$ cat src/rtl/id_stage.sv
// Instruction decode stage: instruction decode, 32x32 register file with write-through,
// early branch/jump resolution, load-use and branch hazard detection, and the ID/EX register.
module id_stage #(
    parameter logic [31:0] NOP_INSTR = 32'h0000_0000
) (
    input  logic        clk,
    input  logic        rst_n,
    input  logic [31:0] if_id_instruction,
    input  logic [31:0] if_id_pc_next,
    input  logic        wb_reg_write,
    input  logic [4:0]  wb_write_addr,
    input  logic [31:0] wb_write_data,
    input  logic        ex_mem_reg_write,
    input  logic        ex_mem_mem_read,
    input  logic [4:0]  ex_mem_write_addr,
    input  logic [31:0] ex_mem_alu_result,
    output logic        stall,
    output logic        flush_if,
    output logic        jump_taken,
    output logic        branch_taken,
    output logic [31:0] pc_jump,
    output logic [31:0] pc_branch,
    output logic [31:0] id_ex_pc_next,
    output logic [31:0] id_ex_rs_data,
    output logic [31:0] id_ex_rt_data,
    output logic [31:0] id_ex_imm,
    output logic [4:0]  id_ex_rs,
    output logic [4:0]  id_ex_rt,
    output logic [4:0]  id_ex_write_addr,
    output logic [3:0]  id_ex_alu_op,
    output logic        id_ex_alu_src,
    output logic        id_ex_mem_read,
    output logic        id_ex_mem_write,
    output logic        id_ex_mem_to_reg,
    output logic        id_ex_reg_write
);

    localparam logic [5:0] OP_RTYPE = 6'h00;
    localparam logic [5:0] OP_J     = 6'h02;
    localparam logic [5:0] OP_BEQ   = 6'h04;
    localparam logic [5:0] OP_BNE   = 6'h05;
    localparam logic [5:0] OP_ADDI  = 6'h08;
    localparam logic [5:0] OP_ANDI  = 6'h0c;
    localparam logic [5:0] OP_ORI   = 6'h0d;
    localparam logic [5:0] OP_LW    = 6'h23;
    localparam logic [5:0] OP_SW    = 6'h2b;

    localparam logic [5:0] FN_ADD = 6'h20;
    localparam logic [5:0] FN_SUB = 6'h22;
    localparam logic [5:0] FN_AND = 6'h24;
    localparam logic [5:0] FN_OR  = 6'h25;
    localparam logic [5:0] FN_SLT = 6'h2a;

    typedef enum logic [3:0] {
        K_BUBBLE, K_ADD, K_SUB, K_AND, K_OR, K_SLT,
        K_ADDI, K_ANDI, K_ORI, K_LW, K_SW, K_BEQ, K_BNE, K_J
    } kind_t;

    typedef enum logic [3:0] {
        ALU_ADD = 4'd0,
        ALU_SUB = 4'd1,
        ALU_AND = 4'd2,
        ALU_OR  = 4'd3,
        ALU_SLT = 4'd4
    } alu_op_t;

    logic [5:0]  opcode;
    logic [5:0]  funct;
    logic [4:0]  rs;
    logic [4:0]  rt;
    logic [4:0]  rd;
    logic [15:0] imm16;

    assign opcode = if_id_instruction[31:26];
    assign rs     = if_id_instruction[25:21];
    assign rt     = if_id_instruction[20:16];
    assign rd     = if_id_instruction[15:11];
    assign imm16  = if_id_instruction[15:0];
    assign funct  = if_id_instruction[5:0];

    kind_t kind;

    always_comb begin
        kind = K_BUBBLE;
        if (if_id_instruction != NOP_INSTR) begin
            case (opcode)
                OP_RTYPE: begin
                    case (funct)
                        FN_ADD:  kind = K_ADD;
                        FN_SUB:  kind = K_SUB;
                        FN_AND:  kind = K_AND;
                        FN_OR:   kind = K_OR;
                        FN_SLT:  kind = K_SLT;
                        default: kind = K_BUBBLE;
                    endcase
                end
                OP_ADDI: kind = K_ADDI;
                OP_ANDI: kind = K_ANDI;
                OP_ORI:  kind = K_ORI;
                OP_LW:   kind = K_LW;
                OP_SW:   kind = K_SW;
                OP_BEQ:  kind = K_BEQ;
                OP_BNE:  kind = K_BNE;
                OP_J:    kind = K_J;
                default: kind = K_BUBBLE;
            endcase
        end
    end

    alu_op_t    dec_alu_op;
    logic       dec_alu_src;
    logic       dec_mem_read;
    logic       dec_mem_write;
    logic       dec_mem_to_reg;
    logic       dec_reg_write;
    logic [4:0] dec_write_addr;
    logic       uses_rs;
    logic       uses_rt;
    logic       is_beq;
    logic       is_bne;
    logic       is_j;
    logic       imm_zext;

    always_comb begin
        dec_alu_op     = ALU_ADD;
        dec_alu_src    = 1'b0;
        dec_mem_read   = 1'b0;
        dec_mem_write  = 1'b0;
        dec_mem_to_reg = 1'b0;
        dec_reg_write  = 1'b0;
        dec_write_addr = '0;
        uses_rs        = 1'b0;
        uses_rt        = 1'b0;
        is_beq         = 1'b0;
        is_bne         = 1'b0;
        is_j           = 1'b0;
        imm_zext       = 1'b0;
        case (kind)
            K_ADD, K_SUB, K_AND, K_OR, K_SLT: begin
                dec_reg_write  = 1'b1;
                dec_write_addr = rd;
                uses_rs        = 1'b1;
                uses_rt        = 1'b1;
                case (kind)
                    K_SUB:   dec_alu_op = ALU_SUB;
                    K_AND:   dec_alu_op = ALU_AND;
                    K_OR:    dec_alu_op = ALU_OR;
                    K_SLT:   dec_alu_op = ALU_SLT;
                    default: dec_alu_op = ALU_ADD;
                endcase
            end
            K_ADDI, K_ANDI, K_ORI: begin
                dec_reg_write  = 1'b1;
                dec_write_addr = rt;
                dec_alu_src    = 1'b1;
                uses_rs        = 1'b1;
                imm_zext       = (kind != K_ADDI);
                if (kind == K_ANDI)
                    dec_alu_op = ALU_AND;
                else if (kind == K_ORI)
                    dec_alu_op = ALU_OR;
            end
            K_LW: begin
                dec_reg_write  = 1'b1;
                dec_write_addr = rt;
                dec_alu_src    = 1'b1;
                dec_mem_read   = 1'b1;
                dec_mem_to_reg = 1'b1;
                uses_rs        = 1'b1;
            end
            K_SW: begin
                dec_alu_src   = 1'b1;
                dec_mem_write = 1'b1;
                uses_rs       = 1'b1;
                uses_rt       = 1'b1;
            end
            K_BEQ, K_BNE: begin
                dec_alu_op = ALU_SUB;
                uses_rs    = 1'b1;
                uses_rt    = 1'b1;
                is_beq     = (kind == K_BEQ);
                is_bne     = (kind == K_BNE);
            end
            K_J:     is_j = 1'b1;
            default: ;
        endcase
    end

    logic [31:0] imm_sext;
    logic [31:0] imm_ext;

    assign imm_sext = {{16{imm16[15]}}, imm16};
    assign imm_ext  = imm_zext ? {16'h0000, imm16} : imm_sext;

    logic [31:0] regs [32];

    always_ff @(posedge clk or negedge rst_n) begin
        if (!rst_n)
            regs <= '{default: '0};
        else if (wb_reg_write && wb_write_addr != '0)
            regs[wb_write_addr] <= wb_write_data;
    end

    // A same-cycle WB write is visible to the reader, so WB->ID needs no extra stall.
    logic [31:0] rs_rf;
    logic [31:0] rt_rf;

    always_comb begin
        rs_rf = '0;
        if (rs != '0)
            rs_rf = (wb_reg_write && wb_write_addr == rs) ? wb_write_data : regs[rs];
    end

    always_comb begin
        rt_rf = '0;
        if (rt != '0)
            rt_rf = (wb_reg_write && wb_write_addr == rt) ? wb_write_data : regs[rt];
    end

    logic        mem_fwd_ok;
    logic [31:0] br_a;
    logic [31:0] br_b;
    logic        operands_equal;

    assign mem_fwd_ok     = ex_mem_reg_write && !ex_mem_mem_read && ex_mem_write_addr != '0;
    assign br_a           = (mem_fwd_ok && ex_mem_write_addr == rs) ? ex_mem_alu_result : rs_rf;
    assign br_b           = (mem_fwd_ok && ex_mem_write_addr == rt) ? ex_mem_alu_result : rt_rf;
    assign operands_equal = (br_a == br_b);

    logic is_branch;
    logic load_use;
    logic br_after_ex;
    logic br_after_load;

    assign is_branch = is_beq | is_bne;

    assign load_use = id_ex_mem_read && id_ex_write_addr != '0 &&
                      ((uses_rs && id_ex_write_addr == rs) || (uses_rt && id_ex_write_addr == rt));

    assign br_after_ex = is_branch && id_ex_reg_write && id_ex_write_addr != '0 &&
                         (id_ex_write_addr == rs || id_ex_write_addr == rt);

    assign br_after_load = is_branch && ex_mem_mem_read && ex_mem_write_addr != '0 &&
                           (ex_mem_write_addr == rs || ex_mem_write_addr == rt);

    assign stall        = load_use | br_after_ex | br_after_load;
    assign jump_taken   = is_j && !stall;
    assign branch_taken = ((is_beq && operands_equal) || (is_bne && !operands_equal)) && !stall;
    assign flush_if     = jump_taken | branch_taken;

    assign pc_branch = if_id_pc_next + {imm_sext[29:0], 2'b00};
    assign pc_jump   = {if_id_pc_next[31:28], if_id_instruction[25:0], 2'b00};

    // Data fields load unconditionally; only controls are squashed for stalls and control transfers.
    logic issue_bubble;

    assign issue_bubble = stall | is_branch | is_j;

    always_ff @(posedge clk or negedge rst_n) begin
        if (!rst_n) begin
            id_ex_pc_next    <= '0;
            id_ex_rs_data    <= '0;
            id_ex_rt_data    <= '0;
            id_ex_imm        <= '0;
            id_ex_rs         <= '0;
            id_ex_rt         <= '0;
            id_ex_write_addr <= '0;
            id_ex_alu_op     <= '0;
            id_ex_alu_src    <= 1'b0;
            id_ex_mem_read   <= 1'b0;
            id_ex_mem_write  <= 1'b0;
            id_ex_mem_to_reg <= 1'b0;
            id_ex_reg_write  <= 1'b0;
        end else begin
            id_ex_pc_next <= if_id_pc_next;
            id_ex_rs_data <= rs_rf;
            id_ex_rt_data <= rt_rf;
            id_ex_imm     <= imm_ext;
            id_ex_rs      <= rs;
            id_ex_rt      <= rt;
            if (issue_bubble) begin
                id_ex_write_addr <= '0;
                id_ex_alu_op     <= '0;
                id_ex_alu_src    <= 1'b0;
                id_ex_mem_read   <= 1'b0;
                id_ex_mem_write  <= 1'b0;
                id_ex_mem_to_reg <= 1'b0;
                id_ex_reg_write  <= 1'b0;
            end else begin
                id_ex_write_addr <= dec_write_addr;
                id_ex_alu_op     <= dec_alu_op;
                id_ex_alu_src    <= dec_alu_src;
                id_ex_mem_read   <= dec_mem_read;
                id_ex_mem_write  <= dec_mem_write;
                id_ex_mem_to_reg <= dec_mem_to_reg;
                id_ex_reg_write  <= dec_reg_write;
            end
        end
    end

endmodule
$ cat config.mk
export PLATFORM = sky130hd
export DESIGN_NAME = id_stage
export DESIGN_NICKNAME = d
export VERILOG_FILES = /design/src/rtl/id_stage.sv
export SDC_FILE = /design/constraint.sdc
export NUM_CORES = 2
export LEC_CHECK = 0
export CAP_MARGIN = 15
export CORE_UTILIZATION = 40
export DETAILED_ROUTE_END_ITERATION = 7
export MAX_ROUTING_LAYER = met4
export SYNTH_ARGS = -nofsm -noshare
export SYNTH_HDL_FRONTEND = slang
export SYNTH_SLANG_ARGS = --single-unit
$ cat constraint.sdc
create_clock -name clk -period 4.95 [get_ports clk]
set_clock_uncertainty 0.05 [all_clocks]
set_input_delay 0.7425 -clock clk [delete_from_list [all_inputs] [get_ports clk]]
set_output_delay 0.7425 -clock clk [all_outputs]
set_load 0.1 [all_outputs]
After elaboration in Yosys (flattened, before gate mapping) --
Cells that the tools add are included.
Storage, ports and cells: word-level logic and storage cells 176, bits of input ports 143, flip-flop bits (word level) 1175, output and inout bits 220
Operators by class: equal/unequal tests 34, bitwise operators 9, muxes and demuxes 40, $lt $le $gt $ge 4, reduce and logical (&&, ||, !) cells 44, add/subtract/negate cells 1
Operators with widths (count):
- 1024-bit bitwise mux | 1
- 32-bit 2-to-1 mux | 12
- 32-bit binary-select mux with 5-bit select | 2
- 32-bit demux with 5-bit select | 1
- 6-bit equality test, second input constant | 7
- 4-bit case mux with 9 select lines | 1
- 32-bit adder | 1
- 32-bit equality test | 1
- 32-bit nonzero test | 1
- 5-bit equality test | 6
- 5-bit nonzero test | 5
- 4-bit equality test, second input constant | 6
- 1-bit logical AND | 22
- 6-bit by 4-bit equality test with 1-bit output, second input constant | 3
- 6-bit greater-or-equal comparator, second input constant | 3
- 5-bit NOT with 6-bit output | 3
- 4-bit by 3-bit equality test with 1-bit output, second input constant | 4
- 3-bit case mux with 5 select lines | 1
- 1-bit 2-to-1 mux | 14
- 6-bit by 3-bit equality test with 1-bit output, second input constant | 2
- 3-bit case mux with 4 select lines | 1
- 12-bit OR reduction | 1
- 5-bit case mux with 2 select lines | 1
- 5-bit OR reduction | 2
- 18 further kinds | 31

Depth between registers and ports, before layout --
word-level depth 16, gate-level depth with buffers 18, depth with buffers taken out 15

Worst setup path before layout --
OpenSTA, ideal clock, no wires.
path type in2out, start point in if_id_instruction[29], end point out flush_if, buffers on the path 0, slack -0.803 ns, arrival 4.961 ns, stages on the path 12, data required time 4.158 ns, cell sequence or4b_2 -> o41ai_1 -> a22oi_1 -> and3_1 -> a211oi_1 -> nor3b_1 -> o21ai_0 -> and3_1 -> nand2b_1 -> nor4_1 -> or3b_1 -> nand3_1
Between the ends: longest elaborated chain between the ends 15, elaborated cells on any way between the ends 53, classes of those cells eq/ne (21); mux (7); bitwise (4); reduce/logical (21)
Ends and longest elaborated chain:
- from (decl) | line 8 | input logic [31:0] if_id_instruction,
- 6-bit by 2-bit equality test with 1-bit output, or another cell as far along | line 86 | case (opcode)
- 4-bit case mux with 9 select lines | line 86
- 4-bit 2-to-1 mux * | line 85 | if (if_id_instruction != NOP_INSTR) begin
- 4-bit equality test, on equally long branches | line 138, 181, 182
- 2-bit OR reduction
- 1-bit 2-to-1 mux | line 138 | case (kind)
- 1-bit bitwise OR | line 235 | assign is_branch = is_beq | is_bne;
- 1-bit logical AND (3 in a row) | line 240 | assign br_after_ex = is_branch && id_ex_reg_write && id_ex_write_addr != '0 &&
- 1-bit bitwise OR | line 246 | assign stall = load_use | br_after_ex | br_after_load;
- 1-bit bitwise OR * | line 246
- named net stall | line 17 | output logic stall,
- 1-bit zero test * | line 247, 248
- 1-bit logical AND, on equally long branches | line 247, 248
- 1-bit bitwise OR * | line 249 | assign flush_if = jump_taken | branch_taken;
- to (decl) | line 18 | output logic flush_if,
Mark *: on every way through the listed nets, which the timed path passes. The rest lies on a longest branch.

Worst setup path in the final report --
start point in ex_mem_write_addr[3], end point out flush_if
Between the ends: longest elaborated chain between the ends 10, elaborated cells on any way between the ends 21, classes of those cells eq/ne (3); mux (2); bitwise (2); reduce/logical (14)
Ends and longest elaborated chain:
- from (decl) | line 15 | input logic [4:0] ex_mem_write_addr,
- 5-bit nonzero test | line 225, 243
- 1-bit logical AND | line 225 | assign mem_fwd_ok = ex_mem_reg_write && !ex_mem_mem_read && ex_mem_write_addr != '0;
- 1-bit logical AND, on equally long branches | line 226, 227
- 32-bit 2-to-1 mux, on equally long branches | line 226, 227
- 32-bit equality test | line 228 | assign operands_equal = (br_a == br_b);
- 1-bit zero test | line 248 | assign branch_taken = ((is_beq && operands_equal) || (is_bne && !operands_equal)) && !stall;
- 1-bit logical AND | line 248
- 1-bit logical OR | line 248
- 1-bit logical AND | line 248
- 1-bit bitwise OR * | line 249
Mark *: on every way between the ends. The rest lies on a longest branch, timed or not.

==> reports/summary.json <==
{
  "post-place-cells": 6955,
  "cp.required_ns": 4.16,
  "final_nets": 5311,
  "postSynthRegisterBits": 1159,
  "max_freq_ghz": 0.178,
  "grt_remaining_overflow": 0,
  "cell_count_after_synthesis": 4334,
  "holdWs_ns": 0.0989,
  "synth_area_per_cell_um2": 14.4,
  "clockRootBuffer": "clkbuf_16",
  "postRouteWirelength_mm": 241,
  "worstSkewPairLatency_ns": 0.79,
  "worst_r2r_startpoint": "id_ex_write_addr[1]$_DFF_PN0_",
  "num_io_pins": 363,
  "maxSlewHeadroom_pct": 22.4,
  "synth_seq_area_share_pct": 46.4,
  "max_ffs_per_register": 1024,
  "cts-htree-levels": 4,
  "critical_path_slowest_stage_cell": "o41a_1",
  "fp.dieArea_mm2": 0.158,
  "initial_core_util_pct": 40.4,
  "finalNonFillerCells": 7289,
  "final_layout_size_suffix_gt1_share_pct": 51.2,
  "final_min_period_over_clock_period_pct": 113,
  "global_route_wire_length_before_repair_mm": 342,
  "fp.coreArea_mm2": 0.155,
  "rsz0062_at_grt": "true",
  "via_count_of_the_first_global_routing_pass": 46000,
  "drc": 0,
  "hold_viol": 0,
  "route.detailed.wl_per_inst_um": 33.1,
  "cellPowerDensity_mw_per_mm2": 403,
  "portBuffers": 359,
  "grt_antenna_before_repair": 9,
  "route.detailed.vias_per_inst": 6.25,
  "fill_cells": 13100,
  "netlist_area_mm2": 0.0625,
  "worst_setup_hold_path_clk_slew_ns": 0.06,
  "cp-startpoint": "ex_mem_write_addr[3]",
  "dpl_cell_area_mm2": 0.0732,
  "netlist_top_cells_area": "dfrtp_1 46%, mux2_2 18%, mux4_2 17%, a22oi_1 2.2%, mux4_1 1.6%",
  "die_height_um": 397,
  "dr.pass1.iters": 5,
  "report.final.slew_viol_count": 0,
  "path_cells": "clkdlybuf4s50_1 > or4_1 > buf_4 > o21a_1 > nand4_1 > nand2_4 > buf_4 > o22ai_2 > o22a_1 > nand4_1 > o41a_1 > or3b_4 > nand3_4 > buf_12",
  "hold_start": "if_id_instruction[21]",
  "max_stage_delay_ns": 0.63,
  "synth.largest_area_cell": "dfrtp_1",
  "design_area_mm2": 0.0794,
  "register_area_mm2": 0.0290,
  "tritoncts": "done",
  "cp.arrival_ns": 4.82,
  "post_synth_top_flop": "dfrtp_1",
  "synth_common_cells": "1159 x dfrtp_1, 997 x mux2_2, 475 x mux4_2",
  "critical_path_class": "in -> out",
  "finalSetupViolations": 2,
  "critPathCaptureType": "primary output",
  "place_congestion": 0.939,
  "synth_top_area_share_pct": 46.4,
  "final.setup.worst_slack_ns": -0.667,
  "ys.warnings.count": 0,
  "dr_total_vias": 45600,
  "violations": "negative setup slack",
  "max-clock-path-buffers": 3,
  "max-vdd-ir-drop_mv": 0.376,
  "std_cell_rows": 144,
  "timing.critical_path.from_type": "primary input",
  "run_status": "complete, but fails checks",
  "cts_made_buffers": 136,
  "area_occupied_by_multi_input_gates_mm2": 0.0314,
  "timing_worst_slew_pin_value_ns": 1.16,
  "synth_cell_types": 91,
  "p_leak_nw": 34.7,
  "clock-sinks": 1159,
  "setup-tns-final_ns": -1.33,
  "area_growth_syn_to_layout_pct": 27.1,
  "crit_path_max_fanout": 8,
  "hold_path.class": "in -> reg",
  "post-synth-top-count-cell": "dfrtp_1",
  "grtUsageTotal_pct": 31.4,
  "timing.final.crit_period_ns": 5.62,
  "maxCapViolations": 0,
  "share_of_flip_flops_with_an_asynchronous_set_or_reset_pct": 100,
  "hpwl_mm": 162,
  "detail-route-antenna-nets": 0,
  "initialDrtViolationCount": 4616,
  "synth_edf_count": 0,
  "largest-register": "regs",
  "dieWidth_um": 397,
  "pin_count_of_the_biggest_net_entering_global_routing": 161
}
==> layer usage <==
metal | vias up | GRT usage [%] | wire (um)
met5 | - | - | 0
met4 | 0 | 11.2 | 9340
met3 | 468 | 7.37 | 21700
met2 | 2387 | 46.0 | 109000
met1 | 24400 | 42.6 | 101000
li1 | 18300 | - | -
==> final cells by class <==
type,instances,area share (%)
Tap cell,2044,3.22
Timing Repair Buffer,1155,14.7
Clock inverter,45,0.840
Antenna cell,7,0.0221
Multi-Input combinational cell,2632,39.6
Inverter,54,0.255
Sequential cell,1159,36.5
Clock buffer,193,4.91
==> final timing paths <==
path / slack [ns] / depth (start not counted) / to
max: -0.67 / 14 / flush_if
min: 0.1 / 1 / id_ex_rs[0]$_DFF_PN0_
max reg2reg: 2.58 / 9 / id_ex_alu_op[0]$_DFF_PN0_
min reg2reg: 0.34 / 0 / regs[1018]$_DFFE_PN0P_
max in group asynchronous: 2.95 / 3 / regs[756]$_DFFE_PN0P_
min in group asynchronous: 0.46 / 2 / regs[153]$_DFFE_PN0P_
==> critical path, delay by kind of cell <==
kind            cells  cell delay [ns]
buf+inv             4             1.11
simple gates        6             1.69
compound gates      4             1.25
==> power by group <==
| group | internal, W | switching (W) | leakage [nW] |
|---|---|---|---|
| combinational | 0.00443 | 0.00471 | 17.6 |
| sequential | 0.0112 | 0.00126 | 14.8 |
| clock | 0.00614 | 0.00427 | 2.24 |
| total | 0.0218 | 0.0102 | 34.7 |
==> placed cells by master (no fill, tap or decap), drive strengths merged, types with 9 or more instances in the layout <==
cell | Yosys | final
a211oi | 15 | 15
a21o | 9 | 9
a21oi | 91 | 91
a221o | 20 | 20
a221oi | 24 | 24
a22oi | 183 | 183
a2bb2oi | 9 | 9
a31oi | 9 | 9
and2 | 13 | 13
buf | 243 | 836
bufinv | 0 | 12
clkbuf | 248 | 194
clkdlybuf4s50 | 0 | 295
clkinv | 0 | 22
dfrtp | 1159 | 1159
dlymetal6s2s | 0 | 9
ha | 29 | 29
inv | 54 | 62
mux2 | 997 | 997
mux2i | 66 | 66
mux4 | 512 | 512
nand2 | 115 | 115
nand2b | 10 | 10
nand3 | 27 | 27
nand4 | 12 | 12
nor2 | 87 | 87
nor2b | 19 | 19
nor3 | 31 | 31
nor3b | 10 | 10
o21ai | 56 | 56
o221ai | 11 | 11
o22a | 9 | 9
o22ai | 42 | 42
o2bb2ai | 10 | 10
xnor2 | 54 | 54
xor2 | 35 | 35
==> kinds of logic after synthesis <==
group / Yosys count / share of synthesized area [%]
other: 1 / 0.00600
xor gates and xnor gates: 89 / 1.25
DFF: 1159 / 46.4
AOI/OAI and AO/OA: 558 / 6.53
and+or+nand+nor: 377 / 3.02
muxes: 1575 / 37.7
adders and majority gates: 30 / 0.613
buffers and inverters: 545 / 4.47
==> what timing repair did <==
action	4_1_cts	5_1_grt
setup endpoints to repair	6	9
hold buffers	1	0
gates cloned	4	1
setup buffers	54	29
pin swaps	37	27
resized for setup	106	63
endpoints found under the hold margin	68	0
==> through the flow <==
step | setup slack, ns | total power [W] | utilization (%)
finish | -0.667 | 0.0320 | 51.4
global route | -0.690 | 0.0332 | 51.4
CTS | -0.538 | 0.0320 | 51.0
detailed placement | -0.998 | 0.0214 | 47.4
global placement | -0.949 | 0.0212 | 47.4
floorplan | -0.224 | 0.0181 | -
Power figures use the tool's default switching activity.
